--- src/rtl/pc_sequencer_if.sv ---
// Next-PC stage bus: retire/branch controls and ALU flags in, PC/flags/stack status out.
interface pc_sequencer_if;
  logic        step;
  logic [3:0]  pc_control;
  logic [25:0] offset;
  logic [31:0] reg_target;
  logic        flag_wren;
  logic        alu_z;
  logic        alu_c;
  logic        alu_s;
  logic        alu_v;
  logic [31:0] pc;
  logic [3:0]  flags;
  logic        taken;
  logic [5:0]  stack_depth;
  logic        stack_err;

  // Decoder/ALU side that drives the sequencer
  modport master (
    output step, pc_control, offset, reg_target, flag_wren, alu_z, alu_c, alu_s, alu_v,
    input  pc, flags, taken, stack_depth, stack_err
  );

  // The sequencer itself
  modport slave (
    input  step, pc_control, offset, reg_target, flag_wren, alu_z, alu_c, alu_s, alu_v,
    output pc, flags, taken, stack_depth, stack_err
  );
endinterface

--- src/rtl/pc_sequencer.sv ---
// Next-PC stage: PC register, {Z,C,S,V} flag register and hardware return-address stack.
// Branch conditions use the registered flags, so a branch that also writes flags sees the old ones.
module pc_sequencer #(
  parameter logic [31:0] RESET_PC    = 32'h0000_0000,
  parameter int          STACK_DEPTH = 8
) (
  input  logic          clk,
  input  logic          rst,
  pc_sequencer_if.slave bus
);
  localparam int         AW        = $clog2(STACK_DEPTH);
  localparam logic [5:0] DEPTH_MAX = 6'(STACK_DEPTH);

  logic [31:0]   pc_q, pc_d;
  logic [3:0]    flags_q, flags_d;
  logic [5:0]    sp_q, sp_d;
  logic          err_q, err_d;
  logic          push;
  logic          taken_c;
  logic [31:0]   next_pc;
  logic [31:0]   seq;
  logic [31:0]   tgt;
  logic [31:0]   top;
  logic [AW-1:0] push_idx;
  logic [AW-1:0] pop_idx;

  // Small LIFO; the popped entry must be usable in the same cycle, so it is read combinationally.
  logic [31:0] stack_mem [STACK_DEPTH];

  assign seq      = pc_q + 32'd4;
  assign tgt      = seq + {{4{bus.offset[25]}}, bus.offset, 2'b00};
  assign push_idx = sp_q[AW-1:0];
  assign pop_idx  = push_idx - AW'(1);
  assign top      = stack_mem[pop_idx];

  // Decode the branch code, then commit PC/flags/stack only when an instruction retires.
  always_comb begin
    next_pc = seq;
    taken_c = 1'b0;
    push    = 1'b0;
    pc_d    = pc_q;
    flags_d = flags_q;
    sp_d    = sp_q;
    err_d   = err_q;

    case (bus.pc_control)
      4'd1:  begin next_pc = tgt;            taken_c = 1'b1; end
      4'd2:  begin next_pc = bus.reg_target; taken_c = 1'b1; end
      4'd3:  taken_c = flags_q[3];
      4'd4:  taken_c = ~flags_q[3];
      4'd5:  taken_c = flags_q[2];
      4'd6:  taken_c = ~flags_q[2];
      4'd7:  taken_c = flags_q[1];
      4'd8:  taken_c = ~flags_q[1];
      4'd9:  taken_c = flags_q[0];
      4'd10: taken_c = ~flags_q[0];
      4'd11: begin next_pc = tgt; taken_c = 1'b1; end
      4'd12: begin
        // An empty stack falls through to seq, so the PC is not redirected.
        if (sp_q != 6'd0) begin
          next_pc = top;
          taken_c = 1'b1;
        end
      end
      default: ;
    endcase

    if (bus.pc_control >= 4'd3 && bus.pc_control <= 4'd10 && taken_c) begin
      next_pc = tgt;
    end

    if (bus.step) begin
      pc_d = next_pc;
      if (bus.flag_wren) begin
        flags_d = {bus.alu_z, bus.alu_c, bus.alu_s, bus.alu_v};
      end
      if (bus.pc_control == 4'd11) begin
        if (sp_q == DEPTH_MAX) begin
          err_d = 1'b1;
        end else begin
          push = 1'b1;
          sp_d = sp_q + 6'd1;
        end
      end else if (bus.pc_control == 4'd12) begin
        if (sp_q == 6'd0) begin
          err_d = 1'b1;
        end else begin
          sp_d = sp_q - 6'd1;
        end
      end
    end
  end

  // Architectural state; reset wins over a retiring instruction and empties the stack.
  always_ff @(posedge clk) begin
    if (rst) begin
      pc_q    <= RESET_PC;
      flags_q <= 4'd0;
      sp_q    <= 6'd0;
      err_q   <= 1'b0;
    end else begin
      pc_q    <= pc_d;
      flags_q <= flags_d;
      sp_q    <= sp_d;
      err_q   <= err_d;
    end
  end

  // Return-address write; stack contents are deliberately left untouched by reset.
  always_ff @(posedge clk) begin
    if (push && !rst) begin
      stack_mem[push_idx] <= seq;
    end
  end

  assign bus.pc          = pc_q;
  assign bus.flags       = flags_q;
  assign bus.taken       = taken_c;
  assign bus.stack_depth = sp_q;
  assign bus.stack_err   = err_q;
endmodule

--- src/flat_wrapper.sv ---
// flat-port wrapper written by rule: the top's interface ports become plain ports
module pc_sequencer_flat 
#(
  parameter logic [31:0] RESET_PC    = 32'h0000_0000,
  parameter int          STACK_DEPTH = 8
)
  (clk, rst, bus_step, bus_pc_control, bus_offset, bus_reg_target, bus_flag_wren, bus_alu_z, bus_alu_c, bus_alu_s, bus_alu_v, bus_pc, bus_flags, bus_taken, bus_stack_depth, bus_stack_err);
  pc_sequencer_if bus_i ();
  input  logic clk;
  input  logic rst;
  input wire logic [$bits(bus_i.step)-1:0] bus_step;
  input wire logic [$bits(bus_i.pc_control)-1:0] bus_pc_control;
  input wire logic [$bits(bus_i.offset)-1:0] bus_offset;
  input wire logic [$bits(bus_i.reg_target)-1:0] bus_reg_target;
  input wire logic [$bits(bus_i.flag_wren)-1:0] bus_flag_wren;
  input wire logic [$bits(bus_i.alu_z)-1:0] bus_alu_z;
  input wire logic [$bits(bus_i.alu_c)-1:0] bus_alu_c;
  input wire logic [$bits(bus_i.alu_s)-1:0] bus_alu_s;
  input wire logic [$bits(bus_i.alu_v)-1:0] bus_alu_v;
  output wire logic [$bits(bus_i.pc)-1:0] bus_pc;
  output wire logic [$bits(bus_i.flags)-1:0] bus_flags;
  output wire logic [$bits(bus_i.taken)-1:0] bus_taken;
  output wire logic [$bits(bus_i.stack_depth)-1:0] bus_stack_depth;
  output wire logic [$bits(bus_i.stack_err)-1:0] bus_stack_err;
  assign bus_i.step = bus_step;
  assign bus_i.pc_control = bus_pc_control;
  assign bus_i.offset = bus_offset;
  assign bus_i.reg_target = bus_reg_target;
  assign bus_i.flag_wren = bus_flag_wren;
  assign bus_i.alu_z = bus_alu_z;
  assign bus_i.alu_c = bus_alu_c;
  assign bus_i.alu_s = bus_alu_s;
  assign bus_i.alu_v = bus_alu_v;
  assign bus_pc = bus_i.pc;
  assign bus_flags = bus_i.flags;
  assign bus_taken = bus_i.taken;
  assign bus_stack_depth = bus_i.stack_depth;
  assign bus_stack_err = bus_i.stack_err;
  pc_sequencer #(.RESET_PC(RESET_PC), .STACK_DEPTH(STACK_DEPTH)) u_core (.clk(clk), .rst(rst), .bus(bus_i));
endmodule
--- config.mk ---
export PLATFORM = sky130hd
export DESIGN_NAME = pc_sequencer_flat
export DESIGN_NICKNAME = d
export VERILOG_FILES = /design/src/rtl/pc_sequencer_if.sv /design/src/rtl/pc_sequencer.sv /design/src/flat_wrapper.sv
export SDC_FILE = /design/constraint.sdc
export NUM_CORES = 1
export LEC_CHECK = 0
export ABC_AREA = 1
export CORE_MARGIN = 4
export CORE_UTILIZATION = 60
export DETAILED_ROUTE_END_ITERATION = 7
export PLACE_DENSITY = 0.81
export SYNTH_ARGS = -nofsm -noshare
export SYNTH_HDL_FRONTEND = slang
export SYNTH_SLANG_ARGS = --single-unit
--- constraint.sdc ---
create_clock -name clk -period 9.4 [get_ports clk]
set_input_delay 1.41 -clock clk [delete_from_list [all_inputs] [get_ports clk]]
set_output_delay 1.41 -clock clk [all_outputs]
set_load 0.005 [all_outputs]
# Word level (Yosys, flattened, before mapping)
# Memories as Yosys holds them, arrays and structs flattened.
# Cells that the tools add are included.
dict set report op_classes {
  n_reduce_logical 13
  n_bitwise 4
  n_eq_ne 16
  n_lt_le_gt_ge 2
  add_sub_neg 5
  muxes 18
}
# op n
set ops {}
lappend ops {{$pmux 32 s3} 1}
lappend ops {{$mux 32} 2}
lappend ops {{$add 32x3->32 const B} 1}
lappend ops {{$add 32x32->32} 1}
lappend ops {{$mux 6} 4}
lappend ops {{$eq 4x4->1 const B} 5}
lappend ops {{$eq 4x3->1 const B} 4}
lappend ops {{$mux 1} 10}
lappend ops {{$pmux 1 s10} 1}
lappend ops {{$eq 4x2->1 const B} 2}
lappend ops {{$reduce_and 4->1} 2}
lappend ops {{$add 6x1->6 const B} 1}
lappend ops {{$eq 6x4->1 const B} 1}
lappend ops {{$logic_not 6->1} 1}
lappend ops {{$reduce_bool 6->1} 1}
lappend ops {{$sub 6x1->6 const B} 1}
lappend ops {{$eq 4x1->1 const B} 1}
lappend ops {{$ge 4x2->1 const B} 1}
lappend ops {{$le 4x4->1 const B} 1}
lappend ops {{$ne 2x2->1 const B} 2}
lappend ops {{$not 1->1} 4}
lappend ops {{$reduce_bool 2->1} 2}
lappend ops {{$logic_and 1x1->1} 3}
lappend ops {{$reduce_or 3->1} 1}
lappend ops {{other kinds (5)} 5}
dict set report totals {
  elab_cells 63
  ram_bits 256
  inputBits 70
  memories 1
  register_bits 43
  output_inout_bits 44
}
# name depth width rd rd_ports_with_merged_regs wr line_no
set memory_table {}
lappend memory_table {u_core.stack_mem 8 32 1 0 1 pc_sequencer.sv:28} ;# logic [31:0] stack_mem [STACK_DEPTH];

# Logic depth before layout (Yosys ltp)
dict set report depth {
  word_depth 7
  ltp_mapped 22
  depth_no_buf 22
}

# Worst setup path after synthesis
# OpenSTA, ideal clock, no wires.
dict set report synth_path {
  kind {input-to-reg}
  startpoint {input bus_pc_control[3]}
  endpoint {memory u_core.stack_mem[1][0] (enable)}
  setup_slack_ns 4.469
  cell_stages 8
  t_required_ns 8.939
  arrival_ns 4.470
  setup_ns 0.461
  n_path_buf 0
  cell_sequence {inv_1 > nor2_1 > nand2_2 > inv_1 > nand3_1 > nor2_1 > nand2_1 > nor3_1}
}
dict set report synth_via {
  elab_chain_len 6
}
# item line_no
set synth_rtl {}
lappend synth_rtl {{start, declared} flat_wrapper.sv:12} ;# input wire logic [$bits(bus_i.pc_control)-1:0] bus_pc_control;
lappend synth_rtl {{$eq 4x4->1} pc_sequencer.sv:77} ;# if (bus.pc_control == 4'd11) begin
lappend synth_rtl {{$mux 1} pc_sequencer.sv:77}
lappend synth_rtl {{$mux 1} pc_sequencer.sv:72} ;# if (bus.step) begin
lappend synth_rtl {{$logic_and 1x1->1} pc_sequencer.sv:111} ;# if (push && !rst) begin
lappend synth_rtl {{$mux 1} pc_sequencer.sv:111}
lappend synth_rtl {{$mux 1 (not written as such)} pc_sequencer.sv:112} ;# stack_mem[push_idx] <= seq;
lappend synth_rtl {{end, declared} pc_sequencer.sv:28}
# No other way between the ends.

# Final worst setup path
dict set report layout_path {
  startpoint {input bus_pc_control[3]}
  endpoint {output bus_taken}
}
dict set report layout_via {
  elab_chain_len 3
  elab_cells_between_ends 14
  cone_classes {eq/ne: 12; mux: 1; reduce/logical: 1}
}
# item line_no
set layout_rtl {}
lappend layout_rtl {{$eq 4x1->1, or another cell as far along} pc_sequencer.sv:46} ;# case (bus.pc_control)
lappend layout_rtl {{$reduce_or 3->1 (no source line)} -}
lappend layout_rtl {{$pmux 1 s10 (*)} pc_sequencer.sv:46}
lappend layout_rtl {{end, declared} flat_wrapper.sv:22} ;# output wire logic [$bits(bus_i.taken)-1:0] bus_taken;
# Mark *: on every way between the ends. The rest lies on a longest branch, timed or not.

==> flow_summary_export.csv <==
group,metric,value,unit
die,die-area,29300,um2
synth,synth.most_common_cell,"nand2_1",
synth,yosys.area.top_type,"edfxtp_1",
place,hpwlAfterDp,33.0,mm
final_layout,syn2layout_area_growth,14.7,%
synth,synth_cell_types,46,
clock_tree,h-tree-depth,1,
worst_setup_path,reg2reg_setup_slack,5.19,ns
clock_tree,clk_latency,0.55,ns
worst_setup_path,cp.required,7.99,ns
synth,syn_avg_cell_area,8.58,um2
final_layout,layout-drive-gt1-share,5.19,%
clock_tree,clock_sinks,299,
run,drv_cap,0,
place,io_buffers,113,
timing,rsz0062_at_grt,"no",
synth,synthArstFlopShare,0,%
worst_setup_path,r2r_cells,16,
final_layout,diodes,0,
die,die_x,171,um
global_routing,antenna_found_initial,0,
timing,finalCriticalPeriod,5.11,ns
synth,synthesis.nets,1975,
power,peakVddDrop,147,uV
worst_setup_path,cp_max_fo,31,
min_path,min_to,"u_core.bus.stack_err",
clock_tree,clk_path_buf_depth,3,
synth,synth_ff_type,"edfxtp_1",
routing,wl_per_cell,20.6,um
routing,drc,0,
clock_tree,path_clk_slew,0.06,ns
die,coreArea,26100,um2
timing,setup_tns,0,ns
die,start_util,61.1,%
timing,period_share,54.4,%
worst_setup_path,worst-setup-path-type,"primary input to output pin",
final_layout,nFillCells,2000,
global_routing,grt_pass1_wl,72.0,mm
routing,ant_nets,0,
synth,yosys_warnings,0,
routing,drt_pass1_iterations,6,
routing,drt_first_iter_violations,1602,
synth,ys_ff_latch,299,
clock_tree,cts_root_buf,"clkbuf_16",
clock_tree,post_cts_resize_count,0,
routing,wl,47.5,mm
worst_setup_path,r2r-end,"u_core.bus.pc[21]",
power,leakagePower,7.26,nW
global_routing,grt_overflow,0,
status,status,"complete, no violations",
clock_tree,cts_tree,"built",
clock_tree,cts_setup_buffers,0,
timing,finalSetupViolCount,0,
synth,netlist.area_leader.share,48.2,%
timing,max_freq,0.196,GHz
place,gp_congestion,0.982,
synth,synth_edf_count,256,
place,placed_area,17300,um2
worst_setup_path,r2r-start,"u_core.bus.pc[2]",
global_routing,grt_pass1_vias,13200,
die,rows,59,
final_layout,utilization,70.1,%
worst_setup_path,critical_path_arrival,3.70,ns
global_routing,grt_max_degree,94,
routing,via_count,13500,
power,power_density,174,nW/um2
min_path,min_from,"u_core.bus.stack_err",
worst_setup_path,startpoint_type,"primary input",
synth,synthTopCellsByCount,"477 x nand2_1, 263 x nor2_1, 256 x edfxtp_1",
min_path,hold_path_depth,2,
synth,synth_area_leaders,"edfxtp_1 48%, nand2_1 11%, nand3_1 6.2%",
timing,final_max_slew_viol_count,0,
synth,syn_area,16000,um2
clock_tree,cts_buffers,29,
global_routing,grtUsageTotal,32.1,%
clock_tree,postCtsHoldBufs,0,
final_layout,design_area,18300,um2
worst_setup_path,crit_path_end_kind,"output pin",
timing,final_hold_viol_count,0,
timing,maxSlewHeadroom,16.1,%
min_path,hold_path.class,"register to register",
die,die_h,171,um
timing,tightest_slew,1.25,ns
synth,seq_area_frac_synth,53.6,%
die,ios,114,
final_layout,finalNetCount,2061,
timing,clock_skew,0.0105,ns
routing,vias_per_cell,5.89,
synth,synthCells,1859,
power,finalPower,3.18,mW
## critical path, cell delays in order
cell	delay (ns)
clkdlybuf4s50_1	0.54
nand2_1	0.11
nor3_4	0.24
nand2_4	0.21
inv_4	0.37
nor2_8	0.18
nand3_4	0.12
clkdlybuf4s50_1	0.50
## metal layers
| layer | global-route usage [%] | routed length [um] |
|---|---|---|
| met4 | 10.7 | 1530 |
| met3 | 3.23 | 3900 |
| met2 | 54.4 | 22900 |
| met5 | 0 | 0 |
| met1 | 43.8 | 19200 |
## where the power goes
group / switching (mW) / internal, mW
registers: 0.0318 / 1.47
logic: 0.312 / 0.171
clock network: 0.493 / 0.703
## worst max path at each step
stage                                   start                     end  slack (ns)  depth (start not counted)
CTS                         bus_pc_control[3]               bus_taken        4.30                          8
detailed placement          bus_pc_control[3]               bus_taken        4.30                          8
finish                      bus_pc_control[3]               bus_taken        4.29                          8
global placement            bus_pc_control[2]               bus_taken        4.36                          8
global route        u_core.bus.stack_depth[0]               bus_taken        4.14                          8
floorplan                   bus_pc_control[3]  u_core.stack_mem[1][0]        4.47                          8
## cell families after synthesis
group / count (synthesis) / synth area share (%)
buffers and inverters: 222 / 5.81
xor gates and xnor gates: 24 / 1.36
DFF: 299 / 53.6
and+or+nand+nor: 997 / 26.4
adders and majority gates: 46 / 3.70
AOI/OAI and AO/OA: 271 / 9.12
## final cells by class
cell class                 instances  area, um2  share of cell area (%)
sequential                       299       8550                    46.7
clock buffer                      31        733                    4.00
clock inverter                    21        245                    1.34
tap                              335        419                    2.29
inverter                         148        559                    3.05
timing repair buffer             129       1250                    6.83
multi-input combinational       1338       6550                    35.8
## sequential cells by signal, indices dropped and copies added, names as in the netlist
signal,flops
u_core.bus.stack_depth,6
u_core.bus.flags,4
u_core.bus.stack_err,1
u_core.bus.pc,32
u_core.stack_mem,256
## metrics by stage
step                      instances  setup slack [ns]  hold slack, ns
after global placement         2249              4.36           0.443
after floorplan                1859              4.47           0.441
final                          2301              4.29           0.466
after CTS                      2301              4.30           0.471
after global routing           2301              4.14           0.511
after detailed placement       2249              4.30           0.454
## placed cells by master (no fill, tap or decap), types with 29 or more instances in the layout
cell type,instances
nand2_1,477
nor2_1,261
edfxtp_1,256
nand3_1,198
o21ai_0,145
inv_1,141
clkdlybuf4s50_1,113
a21oi_1,88
ha_1,43
dfxtp_1,42
clkbuf_16,29
Power figures use the tool's default switching activity.
